==> src/rtl/instr_seq_ctrl.sv <==
// Instruction-cycle sequencer: owns the sequence count, T0..T7 decode and fetch/decode/indirect/execute/interrupt phasing.
// Optional single-step support (input step, PAUSE state) is built when STEP_MODE_EN is defined.
module instr_seq_ctrl #(
    parameter int FETCH_WAIT_MAX = 4
) (
    input  logic       clk,
    input  logic       rst,
    input  logic       start,
    input  logic       mem_ready,
    input  logic [2:0] ir_opcode,
    input  logic       ir_i,
    input  logic       halt_req,
    input  logic       ien,
    input  logic       int_req,
`ifdef STEP_MODE_EN
    input  logic       step,
`endif
    output logic [2:0] sc_val,
    output logic [7:0] t_dec,
    output logic       sc_inc,
    output logic       sc_clr,
    output logic [2:0] phase,
    output logic       r_flag,
    output logic       ien_clr,
    output logic       err_timeout
);

    typedef enum logic [2:0] {
        S_IDLE   = 3'd0,
        S_FETCH  = 3'd1,
        S_DECODE = 3'd2,
        S_INDIR  = 3'd3,
        S_EXEC   = 3'd4,
        S_INTR   = 3'd5,
        S_HALT   = 3'd6
`ifdef STEP_MODE_EN
        ,
        S_PAUSE  = 3'd7
`endif
    } state_t;

    localparam logic [3:0] WAIT_LAST = 4'(FETCH_WAIT_MAX - 1);

`ifdef STEP_MODE_EN
    localparam state_t DONE_ST = S_PAUSE;
`else
    localparam state_t DONE_ST = S_FETCH;
`endif

    state_t     state, state_nxt;
    logic [2:0] sc, sc_nxt;
    logic [3:0] wait_cnt, wait_nxt;
    logic       r_q, r_nxt;
    logic       inc_c, clr_c, ien_clr_c, tmo_c;
    logic [2:0] last_t;

    // Final execute T-state; indirect memory-reference instructions run one state later.
    always_comb begin
        case (ir_opcode)
            3'd0, 3'd1, 3'd2, 3'd5: last_t = 3'd5;
            3'd3, 3'd4:             last_t = 3'd4;
            3'd6:                   last_t = 3'd6;
            default:                last_t = 3'd3;
        endcase
        if (ir_i && ir_opcode != 3'd7) begin
            last_t = last_t + 3'd1;
        end
    end

    always_comb begin
        state_nxt = state;
        wait_nxt  = wait_cnt;
        r_nxt     = r_q;
        inc_c     = 1'b0;
        clr_c     = 1'b0;
        ien_clr_c = 1'b0;
        tmo_c     = 1'b0;

        case (state)
            S_IDLE, S_HALT: begin
                if (start) begin
                    state_nxt = S_FETCH;
                end
            end
            S_FETCH: begin
                if (sc == 3'd0) begin
                    if (r_q) begin
                        state_nxt = S_INTR;
                    end else begin
                        inc_c = 1'b1;
                    end
                end else if (sc == 3'd1) begin
                    if (mem_ready) begin
                        inc_c     = 1'b1;
                        wait_nxt  = 4'd0;
                        state_nxt = S_DECODE;
                    end else if (wait_cnt >= WAIT_LAST) begin
                        // Memory never answered: flag it and retry the fetch from T0.
                        tmo_c    = 1'b1;
                        clr_c    = 1'b1;
                        wait_nxt = 4'd0;
                    end else begin
                        wait_nxt = wait_cnt + 4'd1;
                    end
                end else begin
                    clr_c = 1'b1;
                end
            end
            S_DECODE: begin
                inc_c     = 1'b1;
                state_nxt = (ir_opcode != 3'd7 && ir_i) ? S_INDIR : S_EXEC;
            end
            S_INDIR: begin
                inc_c     = 1'b1;
                state_nxt = S_EXEC;
            end
            S_EXEC: begin
                if (sc == last_t) begin
                    clr_c     = 1'b1;
                    state_nxt = (ir_opcode == 3'd7 && halt_req) ? S_HALT : DONE_ST;
                end else begin
                    inc_c = 1'b1;
                end
            end
            S_INTR: begin
                if (sc == 3'd2) begin
                    ien_clr_c = 1'b1;
                    clr_c     = 1'b1;
                    r_nxt     = 1'b0;
                    state_nxt = DONE_ST;
                end else begin
                    inc_c = 1'b1;
                end
            end
`ifdef STEP_MODE_EN
            S_PAUSE: begin
                if (step) begin
                    state_nxt = S_FETCH;
                end
            end
`endif
            default: begin
                state_nxt = S_IDLE;
                clr_c     = 1'b1;
            end
        endcase

        // R only latches once the operand phase is under way; the current instruction still runs to completion.
        if (!r_q && ien && int_req && (state == S_EXEC || state == S_INDIR) && sc > 3'd2) begin
            r_nxt = 1'b1;
        end
`ifdef STEP_MODE_EN
        if (!r_q && ien && int_req && state == S_PAUSE) begin
            r_nxt = 1'b1;
        end
`endif

        if (clr_c) begin
            sc_nxt = 3'd0;
        end else if (inc_c) begin
            sc_nxt = sc + 3'd1;
        end else begin
            sc_nxt = sc;
        end
    end

    always_ff @(posedge clk) begin
        if (!rst) begin
            state    <= S_IDLE;
            sc       <= 3'd0;
            wait_cnt <= 4'd0;
            r_q      <= 1'b0;
        end else begin
            state    <= state_nxt;
            sc       <= sc_nxt;
            wait_cnt <= wait_nxt;
            r_q      <= r_nxt;
        end
    end

    always_comb begin
        t_dec = 8'h00;
        if (state == S_FETCH || state == S_DECODE || state == S_INDIR ||
            state == S_EXEC  || state == S_INTR) begin
            t_dec = 8'h01 << sc;
        end
    end

    assign sc_val      = sc;
    assign phase       = state;
    assign sc_inc      = inc_c;
    assign sc_clr      = clr_c;
    assign r_flag      = r_q;
    assign ien_clr     = ien_clr_c;
    assign err_timeout = tmo_c;

endmodule

==> config.mk <==
export PLATFORM = sky130hd
export DESIGN_NAME = instr_seq_ctrl
export DESIGN_NICKNAME = d
export VERILOG_FILES = /design/src/rtl/instr_seq_ctrl.sv
export SDC_FILE = /design/constraint.sdc
export NUM_CORES = 1
export LEC_CHECK = 0
export ABC_AREA = 1
export ABC_CLOCK_PERIOD_IN_PS = 2200
export CAP_MARGIN = 40
export CORE_UTILIZATION = 30
export CTS_BUF_LIST = sky130_fd_sc_hd__clkbuf_8
export DETAILED_ROUTE_END_ITERATION = 8
export GPL_ROUTABILITY_DRIVEN = 0
export PLACE_DENSITY = 0.54
export SKIP_LAST_GASP = 1
export SYNTH_ARGS = -nofsm -noshare
export SYNTH_HDL_FRONTEND = slang
export SYNTH_SLANG_ARGS = --single-unit
==> constraint.sdc <==
create_clock -name clk -period 2.2 [get_ports clk]
set_input_delay 0.44 -clock clk [delete_from_list [all_inputs] [get_ports clk]]
set_output_delay 0.44 -clock clk [all_outputs]
set_load 0.02 [all_outputs]
==> impl_results.md, run 1 <==
- Vias in the first global route: 1209
- Syn-to-layout area delta: 61.3%
- Grt ovf: 0
- Max cap viols: 0
- RR Endpoint: sc_val[0]
- Maximum VDD drop: 0.520 mV
- Crit path cell chain: buf_4 -> inv_2 -> nand2_2 -> nand2_2 -> inv_1 -> ha_1 -> inv_1 -> nand3_2 -> buf_4 -> nand3_2 -> nand2_2 -> nand4_1 -> nand2_1 -> buf_6
- Clk pin slew, worst setup/hold paths: 0.05 ns
- Min-delay src: wait_cnt[2]
- Number of flops mapped to enable cells by yosys: 0
- Global-route wire length before repair: 5070 µm
- CP required: 1.76 ns
- Total CTS buffers: 3
- WL/cell: 10.2 µm
- Slew @ Worst Pin: 0.286 ns
- Final setup viols: 0
- Synth async-reset ratio: 0%
- Element type at the critical path start: primary input
- Min cycle time layout: 2.17 ns
- Vias: 1311
- Synthesized flop and latch total: 11
- Final hold violations: 0
- Crit path max-delay cell type: ha_1
- CTS tree: yes
- CTS Buffer Depth: 2
- Height of the chip: 62.7 µm
- Port bufs: 29
- Dominant synthesized flop cell: dfxtp_1
- Die X: 62.7 µm
- Share of layout cells above drive strength 1: 36.9%
- Final #Nets: 269
- Ant diodes: 0
- FILL cells: 361
- Final TNS setup: 0 ns
- Pin count of the biggest net entering global routing: 8
- P_leak: 0.922 nW
- Non-Filler Instances: 295
- DR DRC count: 0
- Detailed Routing Iterations Pass 1: 4
- Initial Util: 32.1%
- Mapped Nets: 194
- CP endpoint kind: output pin
- Post-route cell area: 1780 µm²
- Crit Path Class: primary input to output pin
- Row cnt: 21
- Root Driver: clkbuf_8
- Final HPWL DP: 2540 µm
- Initial drt markers: 58
- Crit-path max FO: 5
- Status: finished, final reports clean
- Worst slew margin: 80.9%
- Synthesized area: 1110 µm²
- CP most frequent cell: nand2_2
- CP max stage delay: 0.26 ns
- Die area: 3930 µm²
- Netlist cell types: 25
- Fin Hold WS: 0.437 ns
- Register area share after synthesis: 19.9%
- H-tree lvl count: 1
- Hold buffers post-CTS: 0
- Tcrit/Tclk final: 98.6%
- Number of routed nets with antenna violations: 0
- Hold Crit Depth: 2
- Yosys warns: 0
- Avg Vias per Cell: 4.44
- Inst Count DP: 287
- Hold endpoint: wait_cnt[2]
- CTS Sinks: 11
- Peak Freq: 461 MHz
- Hold Path Class: flop to flop
- Core footprint: 3440 µm²
- Placed cell area: 1730 µm²
- R2r startpoint: sc_val[1]
- CP arrival: 1.73 ns
- # IOs: 30
- Slew Limit Fails: 0
- Clock Skew: 0.000836 ns
- Initial antenna violation count: 0
- Post-Route WL: 3000 µm
- Synth Instances: 175
- Depth of the most critical reg-to-reg path: 14
- Total track usage: 16.3%
- Flop2flop setup slack: 0.44 ns
- Power Density: 1130 nW/µm²
- RSZ-0062 raised after global routing: yes
- Mean Syn Cell Area: 6.32 µm²
- Clock latency at the later pin of the worst-skew pair: 0.24 ns
==> repair_timing <==
action / in CTS / in global routing
hold endpoints to repair: 0 / 0
pin swaps: 8 / 2
buffers inserted: 3 / 1
resized for setup: 42 / 9
setup endpoints to repair: 18 / 6
==> critical path: cells and delay by family <==
| kind | cells | cell delay (ns) |
|---|---|---|
| buffers and inverters | 6 | 0.57 |
| AND/OR/NAND/NOR | 7 | 0.46 |
| adder cells (fa/ha/maj) | 1 | 0.26 |
==> report_power, final <==
part	internal (mW)	switching, mW
combinational	0.710	0.814
sequential	0.246	0.0493
clock	0.123	0.0808
==> per-layer routing <==
metal / part of all wire (%) / GRT usage, %
met5: 0 / 0
met4: 0.33 / 4.94
met3: 4.7 / 3.10
met1: 47 / 21.0
met2: 47 / 27.2
==> cells in the mapped netlist (2+ instances only) <==
master	number	share of area, %
nand2_1	41	14
inv_1	18	6.1
a211oi_1	2	1.4
nand3_1	7	3.2
nand4_1	5	2.8
nand3_2	5	4.5
inv_2	9	3.1
nor3_4	3	4.4
nor2_1	36	12
a21oi_1	4	1.8
nand2_2	7	4.0
ha_1	8	9.1
nand3_4	2	3.2
dfxtp_1	11	20
nor3_1	4	1.8
nor2_2	4	2.3
==> worst max path at each step <==
stage,from,endpoint,slack (ns),depth (start not counted)
3_3_place_gp,ir_opcode[0],sc_clr,-0.84,13
6_report,ir_opcode[0],sc_clr,0.03,14
5_1_grt,ir_opcode[0],sc_inc,-0.1,15
2_1_floorplan,sc_val[0],err_timeout,0.05,5
4_1_cts,sc_val[1],err_timeout,0.01,8
3_5_place_dp,ir_opcode[0],sc_clr,-0.87,13
==> per-stage QoR <==
stage	setup WS [ns]	power (mW)	util, %
after floorplan	0.0534	1.15	-
after global placement	-0.845	1.79	50.3
after detailed placement	-0.872	1.80	50.3
after CTS	0.0112	2.02	51.7
after global routing	-0.0960	2.20	51.8
final	0.0316	2.02	51.8
==> layout make-up <==
cell class	count	area, µm²	area share [%]
multi-input cells	135	781	43.8
clock inverters	1	3.75	0.210
flip-flops and latches	11	221	12.4
well taps	46	57.6	3.23
inverters	28	108	6.03
repair buffers	71	572	32.0
clock buffers	3	41.3	2.31
==> placed cells by master, fill, tap and decap left out, types with 3 or more instances in the layout <==
| cell | Yosys | routed |
|---|---|---|
| nor2_2 | 4 | 5 |
| nor3_4 | 3 | 3 |
| inv_1 | 18 | 19 |
| nand2_2 | 7 | 10 |
| nor3_1 | 4 | 4 |
| inv_2 | 9 | 9 |
| dfxtp_1 | 11 | 10 |
| buf_4 | 1 | 43 |
| dlygate4sd2_1 | 0 | 7 |
| a21oi_1 | 4 | 4 |
| clkdlybuf4s50_1 | 0 | 13 |
| nand4_1 | 5 | 5 |
| nand2_1 | 41 | 38 |
| buf_2 | 0 | 3 |
| nand3_1 | 7 | 7 |
| ha_1 | 8 | 8 |
| clkbuf_8 | 0 | 3 |
| nand3_2 | 5 | 5 |
| nor2_1 | 36 | 35 |
==> state kept, by name, indices dropped and copies added, names as in the netlist <==
signal / flops
wait_cnt: 4
phase: 3
sc_val: 3
r_flag: 1
==> kinds of logic (layout without fill, tap and decap cells) <==
kind of cell | count (synthesis) | after routing | share of synthesized area [%]
and+or+nand+nor | 118 | 118 | 55.5
buffers and inverters | 29 | 103 | 10.4
DFF | 11 | 11 | 19.9
AOI/OAI and AO/OA | 9 | 9 | 5.09
adders and majority gates | 8 | 8 | 9.05
(Power assumes the default switching activity.)
==> run 2, diff against run 1 <==
--- a/config.mk
+++ b/config.mk
@@ -12,7 +12,6 @@
 export CTS_BUF_LIST = sky130_fd_sc_hd__clkbuf_8
 export DETAILED_ROUTE_END_ITERATION = 8
 export GPL_ROUTABILITY_DRIVEN = 0
-export PLACE_DENSITY = 0.54
 export SKIP_LAST_GASP = 1
 export SYNTH_ARGS = -nofsm -noshare
 export SYNTH_HDL_FRONTEND = slang
==> run 2 against run 1 <==
  * Register-to-register slack about the same
  * Die area unchanged
  * Clock-buffer cell count unchanged
  * Cell area up 0.35%
  * Worst hold slack worse by 0.0018 ns
  * Combinational power down 3%
  * Setup slack better by 0.070 ns
==> impl_results.md, run 2 (synthesis results as in run 1) <==
- Status: finished, final reports clean
- Power Density: 1110 nW/µm² (-2.0%)
- Grt ovf: 0 (unchanged)
- Clock Skew: 0.00143 ns (+0.000595 ns)
- R2r startpoint: sc_val[0]
- # IOs: 30 (unchanged)
- Syn-to-layout area delta: 61.9%
- Crit-path max FO: 4 (-1)
- Root Driver: clkbuf_8
- Number of routed nets with antenna violations: 0 (unchanged)
- Final setup viols: 0 (unchanged)
- Max cap viols: 0 (unchanged)
- Hold buffers post-CTS: 0 (unchanged)
- Min cycle time layout: 2.10 ns (-0.0701 ns)
- Post-Route WL: 2880 µm (-3.8%)
- Row cnt: 21 (unchanged)
- Core footprint: 3440 µm² (unchanged)
- DR DRC count: 0 (unchanged)
- Non-Filler Instances: 291 (-1.4%)
- Maximum VDD drop: 0.612 mV (+18%)
- RR Endpoint: sc_val[0]
- Initial antenna violation count: 0 (unchanged)
- Inst Count DP: 286 (-0.35%)
- Vias in the first global route: 1189 (-1.7%)
- H-tree lvl count: 1 (unchanged)
- Total CTS buffers: 3 (unchanged)
- Clk pin slew, worst setup/hold paths: 0.05 ns (about the same)
- CP endpoint kind: output pin
- Vias: 1264 (-3.6%)
- Post-placement setup slack: -0.927 ns (-0.0544 ns)
- Placed cell area: 1720 µm² (-0.43%)
- Depth of the most critical reg-to-reg path: 13 (-1)
- Die area: 3930 µm² (unchanged)
- CP arrival: 1.66 ns (-0.07 ns)
- CTS Buffer Depth: 2 (unchanged)
- Post-layout util: 52.0% (+0.18 points)
- Initial Util: 32.1% (unchanged)
- Leading cell types in the layout, fill and taps excluded: 37 x nand2_1, 37 x buf_4, 35 x nor2_1
- Worst Setup SP: ir_opcode[0]
- Ant diodes: 0 (unchanged)
- Avg Vias per Cell: 4.34 (-2.3%)
- Global-route wire length before repair: 5110 µm (+0.81%)
- Post-route cell area: 1790 µm² (+0.35%)
- Slew Limit Fails: 0 (unchanged)
- RSZ-0062 raised after global routing: no
- Clock latency at the later pin of the worst-skew pair: 0.24 ns (about the same)
- Final #Nets: 265 (-1.5%)
- Pwr Total: 1.99 mW (-1.7%)
- Final HPWL DP: 2340 µm (-8.0%)
- CP required: 1.76 ns (about the same)
- Final hold violations: 0 (unchanged)
- Max FFs per register: 4 (unchanged)
- Flop2flop setup slack: 0.45 ns (about the same)
- Initial drt markers: 69 (+19%)
- Share of layout cells above drive strength 1: 37.6% (+0.60 points)
- CTS Sinks: 11 (unchanged)
- P_leak: 0.905 nW (-1.8%)
- Die X: 62.7 µm (unchanged)
- Tcrit/Tclk final: 95.4% (-3.2 points)
- Crit Path Class: primary input to output pin
- Register with the most flip-flops: wait_cnt
- FILL cells: 367 (+1.7%)
- Min-delay src: wait_cnt[3]
- Slew @ Worst Pin: 0.287 ns (+0.00131 ns)
- PnR worst setup slack: 0.102 ns (+0.0701 ns)
- Hold Path Class: flop to flop
- CP endpoint: sc_clr
- Pin count of the biggest net entering global routing: 8 (unchanged)
- Detailed Routing Iterations Pass 1: 4 (unchanged)
- WL/cell: 9.91 µm (-2.4%)
- Worst slew margin: 80.6% (-0.27 points)
- Element type at the critical path start: primary input
- Port bufs: 29 (unchanged)
- Height of the chip: 62.7 µm (unchanged)
- Peak Freq: 477 MHz (+3.3%)
- CTS tree: yes
- Total track usage: 16.3% (+0.026 points)
==> run 2: cell count changes in the layout (fill, tap and decap cells not counted), moves of 2 or more <==
| cell | before | now |
|---|---|---|
| inv_1 | 19 | 16 |
| inv_2 | 9 | 11 |
| buf_6 | 2 | 4 |
| buf_4 | 43 | 37 |
==> run 2: where the power goes <==
group / switching, mW / internal, mW / leakage (nW)
Sequential: 0.0556 / 0.244 / 0.0899
Clock: 0.0891 / 0.125 / 0.0255
Combinational: 0.792 / 0.684 / 0.790
Total: 0.937 / 1.05 / 0.905
==> run 2: per-layer routing <==
metal	vias to the layer above	GRT usage, %	routed length [µm]	share of wire, %
li1	688	-	-	-
met4	0	5.81	48	1.7
met5	-	0	0	0
met2	18	26.0	1340	47
met1	551	21.2	1410	49
met3	7	4.01	85	2.9
==> run 2: worst min path at each step <==
stage | endpoint | slack [ns] | cells after the start
2_1_floorplan | wait_cnt[2] | 0.42 | 2
3_3_place_gp | wait_cnt[3] | 0.42 | 2
3_5_place_dp | wait_cnt[3] | 0.43 | 2
4_1_cts | wait_cnt[3] | 0.44 | 2
5_1_grt | wait_cnt[2] | 0.47 | 2
6_report | wait_cnt[3] | 0.43 | 2
==> run 2: critical path, cell delays in order <==
cell and delay, ns:
buf_6 0.11, inv_2 0.05, nand2_2 0.05, nand2_2 0.06, inv_2 0.05, ha_4 0.23
inv_2 0.04, nand3_2 0.08, nand2_1 0.06, nand2_1 0.06, nand2_2 0.07, nand4_1 0.10
nand2_2 0.14, buf_6 0.13
==> run 2: cell type report <==
class | instances | area, µm² | area share [%]
Multi-Input combinational cell | 135 | 806 | 45.0
Timing Repair Buffer | 67 | 553 | 30.9
Sequential cell | 11 | 220 | 12.3
Inverter | 28 | 108 | 6.01
Tap cell | 46 | 57.6 | 3.21
Clock buffer | 3 | 41.3 | 2.31
Clock inverter | 1 | 5.00 | 0.280
==> run 2: through the flow <==
step	hold WS, ns	TNS, ns
after floorplan	0.415	0
after global placement	0.422	-3.14
after detailed placement	0.428	-3.42
after CTS	0.437	0
after global routing	0.467	0
final	0.435	0
==> run 2: what timing repair did <==
action | in CTS | in global routing
endpoints found under the setup margin | 15 | 4
gates resized for setup | 47 | 8
pin swaps | 9 | 10
buffers inserted | 1 | 0
